--- config.mk ---
export PLATFORM = sky130hd
export DESIGN_NAME = cfm_reset_sequencer
export DESIGN_NICKNAME = d
export VERILOG_FILES = /design/src/rtl/cfm_reset_sequencer_pkg.sv /design/src/rtl/cfm_lock_filter.sv /design/src/rtl/cfm_reset_sequencer.sv
export SDC_FILE = /design/constraint.sdc
export NUM_CORES = 1
export LEC_CHECK = 0
export BUFFER_PORTS_ARGS = -buffer_cell sky130_fd_sc_hd__buf_2
export CAP_MARGIN = 30
export CORE_AREA = 2 2 51 53
export CTS_CLUSTER_DIAMETER = 50
export CTS_CLUSTER_SIZE = 16
export DETAILED_ROUTE_END_ITERATION = 16
export DIE_AREA = 0 0 53 55
export GPL_ROUTABILITY_DRIVEN = 0
export PLACE_DENSITY = 0.68
export SYNTH_ARGS = -nofsm -noshare
export SYNTH_HDL_FRONTEND = slang
export SYNTH_SLANG_ARGS = --single-unit
--- constraint.sdc ---
create_clock -name clk_core -period 2.3 [get_ports clk_core]
set_input_delay 0.23 -clock clk_core [delete_from_list [all_inputs] [get_ports clk_core]]
set_output_delay 0.23 -clock clk_core [all_outputs]
set_load 0.05 [all_outputs]
--- src/rtl/cfm_reset_sequencer_pkg.sv ---
// Shared definitions for the CFM reset sequencer: state encoding and width helper.
package cfm_reset_sequencer_pkg;

  typedef enum logic [2:0] {
    WAIT_LOCK = 3'd0,
    DELAY     = 3'd1,
    RELEASE   = 3'd2,
    RUN       = 3'd3
  } seq_state_e;

  // Bits needed to hold values 0 .. num_values-1 (never less than one bit).
  function automatic int unsigned cnt_width(input int unsigned num_values);
    return (num_values <= 1) ? 1 : $clog2(num_values);
  endfunction

endpackage

--- src/rtl/cfm_lock_filter.sv ---
// PLL lock synchroniser and consecutive-cycle stability filter.
module cfm_lock_filter
  import cfm_reset_sequencer_pkg::*;
#(
  parameter int unsigned LOCK_CYCLES = 4
) (
  input  logic clk_core,
  input  logic reset,
  input  logic pll_locked,
  input  logic enable,
  output logic lock_sync,
  output logic lock_stable
);

  localparam int unsigned LOCK_W = cnt_width(LOCK_CYCLES + 1);
  localparam logic [LOCK_W-1:0] LOCK_MAX = LOCK_W'(LOCK_CYCLES);

  logic              sync1_q;
  logic              sync2_q;
  logic [LOCK_W-1:0] lock_cnt_q;

  // Two-stage synchroniser, then count consecutive locked cycles while enabled.
  always_ff @(posedge clk_core or posedge reset) begin
    if (reset) begin
      sync1_q    <= 1'b0;
      sync2_q    <= 1'b0;
      lock_cnt_q <= '0;
    end else begin
      sync1_q <= pll_locked;
      sync2_q <= sync1_q;
      if (!enable || !sync2_q)
        lock_cnt_q <= '0;
      else if (lock_cnt_q != LOCK_MAX)
        lock_cnt_q <= lock_cnt_q + 1'b1;
    end
  end

  assign lock_sync   = sync2_q;
  assign lock_stable = (lock_cnt_q == LOCK_MAX);

endmodule

--- src/rtl/cfm_reset_sequencer.sv ---
// Board-level reset sequencer: lock filtering, hold delay, staggered releases.
module cfm_reset_sequencer
  import cfm_reset_sequencer_pkg::*;
#(
  parameter int unsigned NUM_DOMAINS  = 2,
  parameter int unsigned LOCK_CYCLES  = 4,
  parameter int unsigned DELAY_CYCLES = 128,
  parameter int unsigned STAGE_CYCLES = 16
) (
  input  logic                   clk_core,
  input  logic                   reset,
  input  logic                   pll_locked,
  input  logic                   sw_reset_req,
  output logic [NUM_DOMAINS-1:0] rst_n_out,
  output logic                   ready,
  output logic                   lock_lost,
  output logic [2:0]             state_o
);

  localparam int unsigned DLY_W = cnt_width(DELAY_CYCLES);
  localparam int unsigned STG_W = cnt_width(STAGE_CYCLES);
  localparam int unsigned IDX_W = cnt_width(NUM_DOMAINS);
  localparam logic [DLY_W-1:0] DLY_LAST = DLY_W'(DELAY_CYCLES - 1);
  localparam logic [STG_W-1:0] STG_LAST = STG_W'(STAGE_CYCLES - 1);
  localparam logic [IDX_W-1:0] IDX_LAST = IDX_W'(NUM_DOMAINS - 1);

  seq_state_e             state_q, state_d;
  logic [DLY_W-1:0]       dly_q, dly_d;
  logic [STG_W-1:0]       stg_q, stg_d;
  logic [IDX_W-1:0]       idx_q, idx_d;
  logic [NUM_DOMAINS-1:0] rst_n_q, rst_n_d;
  logic                   ready_q, ready_d;
  logic                   lost_q, lost_d;
  logic                   lock_sync;
  logic                   lock_stable;

  cfm_lock_filter #(
    .LOCK_CYCLES(LOCK_CYCLES)
  ) u_lock_filter (
    .clk_core   (clk_core),
    .reset      (reset),
    .pll_locked (pll_locked),
    .enable     (state_q == WAIT_LOCK),
    .lock_sync  (lock_sync),
    .lock_stable(lock_stable)
  );

  // State, counters and registered outputs.
  always_ff @(posedge clk_core or posedge reset) begin
    if (reset) begin
      state_q <= WAIT_LOCK;
      dly_q   <= '0;
      stg_q   <= '0;
      idx_q   <= '0;
      rst_n_q <= '0;
      ready_q <= 1'b0;
      lost_q  <= 1'b0;
    end else begin
      state_q <= state_d;
      dly_q   <= dly_d;
      stg_q   <= stg_d;
      idx_q   <= idx_d;
      rst_n_q <= rst_n_d;
      ready_q <= ready_d;
      lost_q  <= lost_d;
    end
  end

  // Next-state and next-output logic; lock loss overrides the software request.
  always_comb begin
    state_d = state_q;
    dly_d   = dly_q;
    stg_d   = stg_q;
    idx_d   = idx_q;
    rst_n_d = rst_n_q;
    ready_d = ready_q;
    lost_d  = lost_q;

    case (state_q)
      WAIT_LOCK: begin
        rst_n_d = '0;
        ready_d = 1'b0;
        dly_d   = '0;
        stg_d   = '0;
        idx_d   = '0;
        if (lock_stable)
          state_d = DELAY;
      end
      DELAY: begin
        if (dly_q == DLY_LAST) begin
          dly_d      = '0;
          stg_d      = '0;
          rst_n_d[0] = 1'b1;
          if (NUM_DOMAINS == 1) begin
            state_d = RUN;
            ready_d = 1'b1;
          end else begin
            state_d = RELEASE;
            idx_d   = IDX_W'(1);
          end
        end else begin
          dly_d = dly_q + 1'b1;
        end
      end
      RELEASE: begin
        if (stg_q == STG_LAST) begin
          stg_d          = '0;
          rst_n_d[idx_q] = 1'b1;
          idx_d          = idx_q + 1'b1;
          if (idx_q == IDX_LAST) begin
            state_d = RUN;
            ready_d = 1'b1;
          end
        end else begin
          stg_d = stg_q + 1'b1;
        end
      end
      RUN: ;
      default: state_d = WAIT_LOCK;
    endcase

    // Once past WAIT_LOCK, a lock drop or software request restarts the sequence.
    if (state_q != WAIT_LOCK) begin
      if (!lock_sync) begin
        state_d = WAIT_LOCK;
        rst_n_d = '0;
        ready_d = 1'b0;
        dly_d   = '0;
        stg_d   = '0;
        idx_d   = '0;
        if (state_q == RUN)
          lost_d = 1'b1;
      end else if (sw_reset_req) begin
        state_d = DELAY;
        rst_n_d = '0;
        ready_d = 1'b0;
        dly_d   = '0;
        stg_d   = '0;
        idx_d   = '0;
      end
    end
  end

  assign rst_n_out = rst_n_q;
  assign ready     = ready_q;
  assign lock_lost = lost_q;
  assign state_o   = state_q;

endmodule

# Word-level counts from Yosys, hierarchy flattened
# Index checks and enable logic that the tools add are counted.
# Widths: inputs -> output; s select.
# word_totals
regBits	24
elab_cells	75
# op_classes
addsub	4
order_cmp	2
eq_ne	7
muxes	42
bitwise_logic	2
reduce_logical	8
# op_table
operator	count
$mux 7	4
$mux 3	9
$mux 4	5
$pmux 7 s2	1
$mux 1	12
$pmux 3 s4	1
$pmux 4 s3	1
$mux 2	4
$add 7x1->7 const B	1
$eq 7x7->1 const B	1
$eq 3x2->1 const B	2
$pmux 1 s3	2
$add 4x1->4 const B	1
$eq 4x4->1 const B	1
$pmux 1 s2	2
$add 3x1->3 const B	1
$eq 3x1->1 const B	1
$eq 3x3->1 const B	1
$logic_not 3->1	1
$ne 3x3->1 const B	1
$reduce_and 3->1	1
$reduce_bool 3->1	1
$logic_not 1->1	2
$lt 1x2->1 const B	1
other kinds (8)	8

# Logic depth before layout (Yosys ltp)
# Gate-level depths: netlist of run 1.
# depth
word_depth	10
mapped_depth	6
ltp_nobuf	6

# Hierarchy
# From an unflattened synthesis of run 1, not the netlist that was laid out.
# unflattened
cells_unflattened	140
area_unflattened_um2	1291.2
# by_module_without_submodules
module	n_inst	cells_each	area_per_inst_um2
cfm_reset_sequencer	1	119	1057.3
cfm_lock_filter	1	21	234.0

# Worst setup path after synthesis of run 1
# OpenSTA, ideal clock, no wires.
# synth_path
path_kind	flip-flop to flip-flop
from	register state_q[1], in the netlist state_o[1]
to	register dly_q[2]
t_arrival_ns	1.642
required_ns	2.222
path_slack_ns	0.580
path_stages_with_launch	5
cell_sequence	dfrtp_1 -> buf_6 -> or3b_4 -> or3b_1 -> a21oi_1
# synth_between
elab_chain_len	5
# synth_lines
item	line	rtl
start, declared	cfm_reset_sequencer.sv:27	seq_state_e state_q, state_d;
start signal, assigned	cfm_reset_sequencer.sv:59	state_q <= state_d;
$eq 3x1->1 or $logic_not 3->1 (tied branches)	cfm_reset_sequencer.sv:79	case (state_q)
$pmux 7 s2	cfm_reset_sequencer.sv:79	
$mux 7	cfm_reset_sequencer.sv:133	end else if (sw_reset_req) begin
$mux 7	cfm_reset_sequencer.sv:124	if (!lock_sync) begin
$mux 7 *	cfm_reset_sequencer.sv:123	if (state_q != WAIT_LOCK) begin
named net dly_d[2]	cfm_reset_sequencer.sv:28	logic [DLY_W-1:0] dly_q, dly_d;
end signal, assigned	cfm_reset_sequencer.sv:60	dly_q <= dly_d;
end, declared	cfm_reset_sequencer.sv:28	
# Mark *: on every way through the listed nets, which the timed path passes. The rest lies on a longest branch.
# A chain may end at the register's enable or synchronous reset.

# Worst setup path in the final report of run 1
# layout_path
from	register state_q[2], in the netlist state_o[2]
to	register stg_q[0]
# layout_between
elab_chain_len	5
# layout_lines
item	line	rtl
$eq 3x2->1 (tied with other cells)	cfm_reset_sequencer.sv:79	
$pmux 4 s3	cfm_reset_sequencer.sv:79	
$mux 4	cfm_reset_sequencer.sv:133	
$mux 4	cfm_reset_sequencer.sv:124	
$mux 4 *	cfm_reset_sequencer.sv:123	
named net stg_d[0]	cfm_reset_sequencer.sv:29	logic [STG_W-1:0] stg_q, stg_d;
end signal, assigned	cfm_reset_sequencer.sv:61	stg_q <= stg_d;
end, declared	cfm_reset_sequencer.sv:29	
# Marks and branches as above.

==> flow_summary.ini, run 1 <==
[sta]
setup_violations = 0
tightest_slew_ps = 867
finalCritPeriodShare = 0.742
skew_ps = 6.10
final_hold_viol_count = 0
maxSlewViolCount = 0
rsz0062_at_grt = no
slew-limit-headroom = 0.422
final.setup.worst_slack_ps = 594
fin_setup_tns_ps = 0
max_freq_mhz = 586
min_period_ps = 1710

[clock_tree]
cts-buffers-inserted = 3
cts-hold-fix-buffers = 1
cts_sinks = 24
root_buffer = clkbuf_4
clkTransAtPathRegs_ps = 130
post_cts_resized = 0
clk-insertion-delay-late_ps = 320
htree_levels = 1
cts_tree = built
cts_buffer_depth = 2
post_cts_buffers = 0

[global_route]
antenna_found_initial = 0
grt.met2_usage = 0.298
grt_pass1_wl_um = 4090
globalRouteMet3Util = 0.0403
grt_max_degree = 25
grt-ovfl-total = 0
use_met1 = 0.269
grt_pass1_vias = 923
grt-busiest-layer = met2
track_usage = 0.193

[logic_synthesis]
synthesis.nets = 143
syn_area_mm2 = 0.00122
synth_top_area_share = 0.491
synth.most_common_cell = dfrtp_1
synth_top_cell_by_area = dfrtp_1
synth-edff-count = 0
ys_seq_area_frac = 0.491
synth-seq-cells = 24
synth_commonest_cells = 24 x dfrtp_1, 16 x nand2_1, 15 x nor2_1
synthArstFlopShare = 1.00
ys_warn_count = 0
postSynthAreaPerCell_um2 = 9.05
ys.flop_type = dfrtp_1
ys_types = 36
synth.area.top_cells = dfrtp_1 49%, nand2_1 4.9%, nor2_1 4.6%, a21oi_1 4.1%, ha_1 4.1%
syn_inst = 135

[placement]
hpwl_um = 1790
portBuffers = 10
place_ws_ps = 633
dpl-instance-area_mm2 = 0.00129

[setup_path]
crit_family = simple AND/OR/NAND/NOR gates
arrival_ps = 1890
crit_chain = or2_2 -> nor2_1 -> nor2_1 -> a21oi_1
cpMaxStageDelayCell = dfrtp_1
cp-start-kind = register
path_max_fanout = 15
worstSetupEndpointType = register
cp_common_cell = nor2_1
path_buf_inv = 0
critPathMaxStageDelay_ps = 620
worstPathRequired_ps = 2480
critPathKind = register to register

[floorplan]
ios = 11
die_x_um = 53
fp-row-count = 18
core_area_mm2 = 0.00236
dieArea_mm2 = 0.00292
die_h_um = 55
start_util = 0.517

[flow_run]
drv_cap = 0

[route]
antenna_left = 0
remaining_drc_errors = 0
routed_wl_um = 2540
drt_iter0_markers = 38
wl_per_cell_um = 14.4
dr_total_vias = 1043
viasPerCell = 5.89
firstDrtPassIters = 4

[power]
p_per_area_mw_per_mm2 = 629
p_seq_frac = 0.527
p_leak_uw = 0.000589
p_int_uw = 636
ir_drop_mv = 0.443
p_comb_frac = 0.118
pwr-share-clk = 0.355
switching_power_uw = 214
switching_share = 0.252

[status]
status = completed

[final_layout]
insertedDiodeCount = 0
layout-drive-gt1-share = 0.129
multiInputGateArea_um2 = 572
fin_nets = 156
fin_util = 0.572
fill_cells = 207
area.sequential_um2 = 601
area_delta_synth_final_pct = 10.6
fin_area_mm2 = 0.00135

[min_path]
hold_path_class = input pin to async pin
## cell type report
class,count,area share
Sequential cell,24,0.444
Multi-Input combinational cell,100,0.423
Inverter,8,0.0222
Timing Repair Buffer,11,0.0444
Tap cell,30,0.0278
Clock buffer,3,0.0167
Clock inverter,1,0.0222
## flip-flops by register name (all words and copies together) (netlist names)
| register | cells |
|---|---|
| u_lock_filter.lock_cnt_q | 3 |
| lock_lost | 1 |
| state_o | 3 |
| idx_q | 1 |
| stg_q | 4 |
| u_lock_filter.sync1_q | 1 |
| ready | 1 |
| u_lock_filter.lock_sync | 1 |
| rst_n_out | 2 |
| dly_q | 7 |
## routing by layer
metal	up-vias	part of all wire
met5	-	0
li1	508	-
met2	31	0.46
met4	0	0.011
met3	4	0.050
met1	500	0.48
## final timing paths
path / end / slack [ps] / depth (start not counted) / startpoint
worst max-delay path: stg_q[0] / 590 / 4 / state_o[2]
worst min-delay path: u_lock_filter.sync1_q / 60 / 2 / reset
worst max register to register: stg_q[0] / 590 / 4 / state_o[2]
worst min register to register: u_lock_filter.lock_sync / 390 / 0 / u_lock_filter.sync1_q
max in group asynchronous: dly_q[3] / 1700 / 2 / reset
min in group clk_core: state_o[0] / 300 / 3 / sw_reset_req
## worst register-to-register path: cells and delay by family, from the launching register on
| family | cells | cell delay [ps] |
|---|---|---|
| flops | 1 | 620 |
| simple gates | 3 | 840 |
| compound gates | 1 | 110 |
## power groups by stage
| stage | logic, µW | clock network (µW) | registers [µW] |
|---|---|---|---|
| 2_1_floorplan | 68.4 | 0 | 459 |
| 3_3_place_gp | 96.6 | 0 | 455 |
| 3_5_place_dp | 97.5 | 0 | 456 |
| 4_1_cts | 100 | 311 | 448 |
| 5_1_grt | 110 | 328 | 451 |
| 6_report | 100 | 302 | 448 |
## metrics by stage
stage / total power (µW) / hold WS (ps) / instances
finish: 851 / 63.8 / 177
global route: 888 / 137 / 177
CTS: 859 / 97.2 / 177
detailed placement: 554 / 343 / 172
global placement: 552 / 336 / 172
floorplan: 527 / 245 / 135
## placed cells by master, fill, tap and decap left out, types with 4 or more instances in the layout
master / instances
nor3_1: 5
nor2_1: 15
dfrtp_1: 24
nand2_1: 16
o21ai_0: 9
inv_1: 8
a21oi_1: 10
buf_2: 10
nand3_1: 7
ha_1: 4
a31oi_1: 5
## kinds of logic (layout without fill, tap and decap cells)
logic type	count (synthesis)	in the layout	synth area share
flops	24	24	0.491
buf+inv	11	23	0.0409
mux	1	1	0.00819
xor+xnor	1	1	0.00717
compound gates	36	36	0.185
other cells	1	1	0.00307
simple gates	57	57	0.223
fa+ha+maj	4	4	0.0409
No activity file was read; power rests on OpenSTA's default activity.
==> run 2: changes to the inputs <==
==> constraint.sdc (replaced) <==
create_clock -name clk_core -period 1.67 [get_ports clk_core]
set_input_delay 0.167 -clock clk_core [delete_from_list [all_inputs] [get_ports clk_core]]
set_output_delay 0.167 -clock clk_core [all_outputs]
set_load 0.05 [all_outputs]
==> run 2 against run 1 <==
Net effect: count of clock-buffer cells in the layout grew 1; highest routed layer unchanged; cell area increased by 2.1%; cell count is 2.8% higher; power is 22% higher; non-clock buffer count grew 5; largest cell class unchanged; maximum frequency is 11% higher; register-to-register slack got worse by 460 ps.
==> flow_summary.ini, run 2 (synthesis gave the netlist of run 1 again) <==
[status]
status = completed

[clock_tree]
cts-buffers-inserted = 3
htree_levels = 1
cts_tree = built
cts_buffer_depth = 2
cts_sinks = 24
clk-insertion-delay-late_ps = 310
root_buffer = clkbuf_4
clkTransAtPathRegs_ps = 130

[floorplan]
die_x_um = 53
fp-row-count = 18
start_util = 0.517
dieArea_mm2 = 0.00292
die_h_um = 55
ios = 11
core_area_mm2 = 0.00236

[sta]
fin_setup_tns_ps = 0
setup_violations = 0
skew_ps = 7.79
max_freq_mhz = 651
maxSlewViolCount = 0
min_period_ps = 1540
rsz0062_at_grt = no
finalCritPeriodShare = 0.920
final_hold_viol_count = 0

[final_layout]
layout.cells.non_filler = 182
final_common_cell = dfrtp_1
regMostFlops = dly_q
insertedDiodeCount = 0
fin_nets = 161
largest_reg_flops = 7
layout-drive-gt1-share = 0.171
layout_common_cells = 23 x dfrtp_1, 16 x nand2_1, 14 x nor2_1
area_delta_synth_final_pct = 13.0
reg.largest.list = dly_q x7, stg_q x4

[flow_run]
drv_cap = 0

[power]
p_comb_frac = 0.167
pwr-share-clk = 0.250
p_leak_uw = 0.000599
switching_power_uw = 294
p_seq_frac = 0.583
ir_drop_mv = 0.627
p_int_uw = 744
p_per_area_mw_per_mm2 = 752
switching_share = 0.284

[route]
routed_wl_um = 2610
viasPerCell = 5.71
wl_met2_um = 1180
remaining_drc_errors = 0
top_layer_used = met4
drt_iter0_markers = 32
antenna_left = 0
wl_per_cell_um = 14.4
dr_total_vias = 1039
firstDrtPassIters = 4
wl_met3_um = 65
met1_length_um = 1360

[min_path]
hold_path_class = input pin to register
worstHoldEndpoint = state_o[0]
hold_start = sw_reset_req
min_path_cells = 3

[setup_path]
worstPathRequired_ps = 1900
crit_start = dly_q[0]
r2r_end = state_o[0]
rrSetupSlack_ps = 130
arrival_ps = 1770
path_max_fanout = 5
r2r_start = dly_q[0]
critPathKind = register to register
worstSetupEndpointType = register
reg2reg_depth = 5
cp-start-kind = register

[global_route]
grt-ovfl-total = 0
track_usage = 0.210
grt_max_degree = 25
grt_pass1_vias = 982
grt_pass1_wl_um = 4430
antenna_found_initial = 0

[placement]
hpwl_um = 1880
dp_cells = 176
portBuffers = 10
==> run 2: timing repair <==
action | CTS | global route
setup endpoints to repair | 0 | 5
setup buffers | 0 | 0
endpoints found under the hold margin | 25 | 0
hold buffers | 2 | 0
gates resized for setup | 0 | 3
==> run 2: worst max path at each step <==
stage,endpoint,slack [ps],cells past startpoint
2_1_floorplan,dly_q[2],20,3
3_3_place_gp,stg_q[1],180,5
3_5_place_dp,stg_q[0],150,5
4_1_cts,stg_q[1],100,5
5_1_grt,idx_q,20,5
6_report,state_o[0],130,5
==> run 2: per-stage QoR <==
stage          area [µm²]  power (µW)   util  setup slack, ps  hold slack, ps
2_1_floorplan        1220         726      -             19.7             182
3_3_place_gp         1320         776  0.559              176             219
3_5_place_dp         1320         780  0.559              153             228
4_1_cts              1370        1040  0.578              102             191
5_1_grt              1380        1090  0.584             16.2             222
6_report             1380        1040  0.584              134             222
==> run 2: critical path: stages, from the launching register on <==
cell,delay (ps)
dfrtp_1,430
ha_1,240
and3_1,260
a21oi_2,250
inv_1,70
a31oi_1,200
==> run 2: final cells by class <==
cell class	count	area [µm²]
clock buffers	4	26.3
well taps	30	37.5
multi-input cells	100	586
fillers	227	983
flip-flops and latches	24	602
inverters	8	30.0
repair buffers	16	100
==> run 2: layer usage <==
layer / GRT usage / vias to the layer above
li1: - / 514
met1: 0.312 / 508
met2: 0.310 / 15
met3: 0.0323 / 2
met4: 0.0769 / 0
met5: 0 / -
==> run 2: power by group through the flow <==
| stage | Clock [µW] | Combinational, µW | Sequential, µW |
|---|---|---|---|
| 6_report | 259 | 173 | 605 |
| 5_1_grt | 291 | 190 | 607 |
| 4_1_cts | 269 | 168 | 605 |
| 3_5_place_dp | 0 | 164 | 616 |
| 3_3_place_gp | 0 | 160 | 616 |
| 2_1_floorplan | 0 | 94.2 | 632 |
==> run 3: changes to the inputs <==
--- a/config.mk
+++ b/config.mk
@@ -8,6 +8,7 @@
 export BUFFER_PORTS_ARGS = -buffer_cell sky130_fd_sc_hd__buf_2
 export CAP_MARGIN = 30
 export CORE_AREA = 2 2 51 53
+export CTS_BUF_LIST = sky130_fd_sc_hd__clkbuf_4
 export CTS_CLUSTER_DIAMETER = 50
 export CTS_CLUSTER_SIZE = 16
 export DETAILED_ROUTE_END_ITERATION = 16
==> run 3 against run 2 <==
Net effect: non-clock buffer count is the same; first-iteration DRC count unchanged; critical path depth is the same; clock skew grew 0.58 ps; routed wire length rose by 0.99%; flip-flop and latch count did not move; power is 1.7% higher; largest cell class unchanged; cell count is the same; core utilization up 0.16 points; sequential share of layout area decreased by 0.12 points.
==> flow_summary.ini, run 3 (synthesis gave the netlist of run 1 again) <==
[status]
status = completed

[power]
p_int_uw = 760
ir_drop_mv = 0.626
p_comb_frac = 0.165
switching_power_uw = 296
p_seq_frac = 0.573
p_leak_uw = 0.000603
total_power_uw = 1060
p_per_area_mw_per_mm2 = 762
pwr-share-clk = 0.262
switching_share = 0.280

[final_layout]
largest_reg_flops = 7
layout.cells.non_filler = 182
area.sequential_um2 = 602
fin_area_mm2 = 0.00139
fin_nets = 161
reg.largest.list = dly_q x7, stg_q x4
layout_common_cells = 23 x dfrtp_1, 16 x nand2_1, 14 x nor2_1
fill_cells = 225
area_delta_synth_final_pct = 13.3
insertedDiodeCount = 0
layout-drive-gt1-share = 0.178
final_common_cell = dfrtp_1
multiInputGateArea_um2 = 586
regMostFlops = dly_q

[route]
wl_per_cell_um = 14.5
dr_total_vias = 1046
firstDrtPassIters = 4
drt_iter0_markers = 32
remaining_drc_errors = 0
antenna_left = 0
routed_wl_um = 2640
viasPerCell = 5.75

[floorplan]
dieArea_mm2 = 0.00292
start_util = 0.517
fp-row-count = 18
die_x_um = 53
ios = 11
die_h_um = 55
core_area_mm2 = 0.00236

[placement]
portBuffers = 10
dpl-instance-area_mm2 = 0.00132
dp_cells = 176
place_ws_ps = 153
hpwl_um = 1880

[clock_tree]
root_buffer = clkbuf_4
cts_sinks = 24
htree_levels = 1
cts_tree = built
cts-buffers-inserted = 3
clk-insertion-delay-late_ps = 310
clkTransAtPathRegs_ps = 130
cts_buffer_depth = 2

[sta]
fin_setup_tns_ps = 0
final.setup.worst_slack_ps = 146
finalCritPeriodShare = 0.913
maxSlewViolCount = 0
skew_ps = 8.38
final_hold_viol_count = 0
max_freq_mhz = 656
min_period_ps = 1520
rsz0062_at_grt = no
setup_violations = 0

[setup_path]
worstSetupEndpointType = register
critPathKind = register to register
r2r_start = dly_q[0]
crit_start = dly_q[0]
r2r_end = dly_q[5]
crit_path_end = dly_q[5]
rrSetupSlack_ps = 150
arrival_ps = 1770
worstPathRequired_ps = 1920
reg2reg_depth = 5
path_max_fanout = 5
cp-start-kind = register

[flow_run]
drv_cap = 0

[global_route]
grt_pass1_wl_um = 4440
grt_max_degree = 25
antenna_found_initial = 0
track_usage = 0.210
grt_pass1_vias = 983
grt-ovfl-total = 0

[min_path]
hold_path_class = input pin to register
[run 3: metal layers]
layer / global-route usage / part of all wire
met2: 0.310 / 0.45
met4: 0.0769 / 0.0057
met3: 0.0323 / 0.031
met1: 0.312 / 0.51
met5: 0 / 0
[run 3: worst min-delay path by stage]
stage / start / endpoint / slack, ps / cells after the start
6_report: sw_reset_req / state_o[0] / 210 / 3
2_1_floorplan: reset / dly_q[0] / 180 / 1
3_3_place_gp: reset / u_lock_filter.sync1_q / 220 / 3
3_5_place_dp: reset / u_lock_filter.sync1_q / 230 / 3
4_1_cts: sw_reset_req / state_o[0] / 190 / 3
5_1_grt: sw_reset_req / state_o[0] / 220 / 3
[run 3: final cells by class]
class                   instances  area share
flip-flops and latches         24       0.435
well taps                      30      0.0271
multi-input cells             100       0.423
repair buffers                 16      0.0723
clock buffers                   4      0.0217
inverters                       8      0.0217
[run 3: metrics by stage]
step                      utilization  hold slack (ps)
after global routing            0.586              221
after global placement          0.559              219
final                           0.586              214
after CTS                       0.580              193
after floorplan                     -              182
after detailed placement        0.559              228
[run 3: timing repair]
item / 4_1_cts / 5_1_grt
setup buffers: 0 / 0
gates resized for setup: 0 / 3
endpoints found under the setup margin: 0 / 5
hold endpoints to repair: 25 / 0
hold buffers: 2 / 0
[run 3: worst max-delay path: stages (launching register included)]
cell and delay (ps):
dfrtp_1 430, ha_1 240, and3_1 260, a21oi_2 250, o21ai_0 130, a21oi_1 140
[run 3: power by group through the flow]
stage | logic [µW] | registers, µW | clock network, µW
2_1_floorplan | 94.2 | 632 | 0
3_3_place_gp | 160 | 616 | 0
3_5_place_dp | 164 | 616 | 0
4_1_cts | 168 | 605 | 283
5_1_grt | 190 | 607 | 308
6_report | 174 | 605 | 277
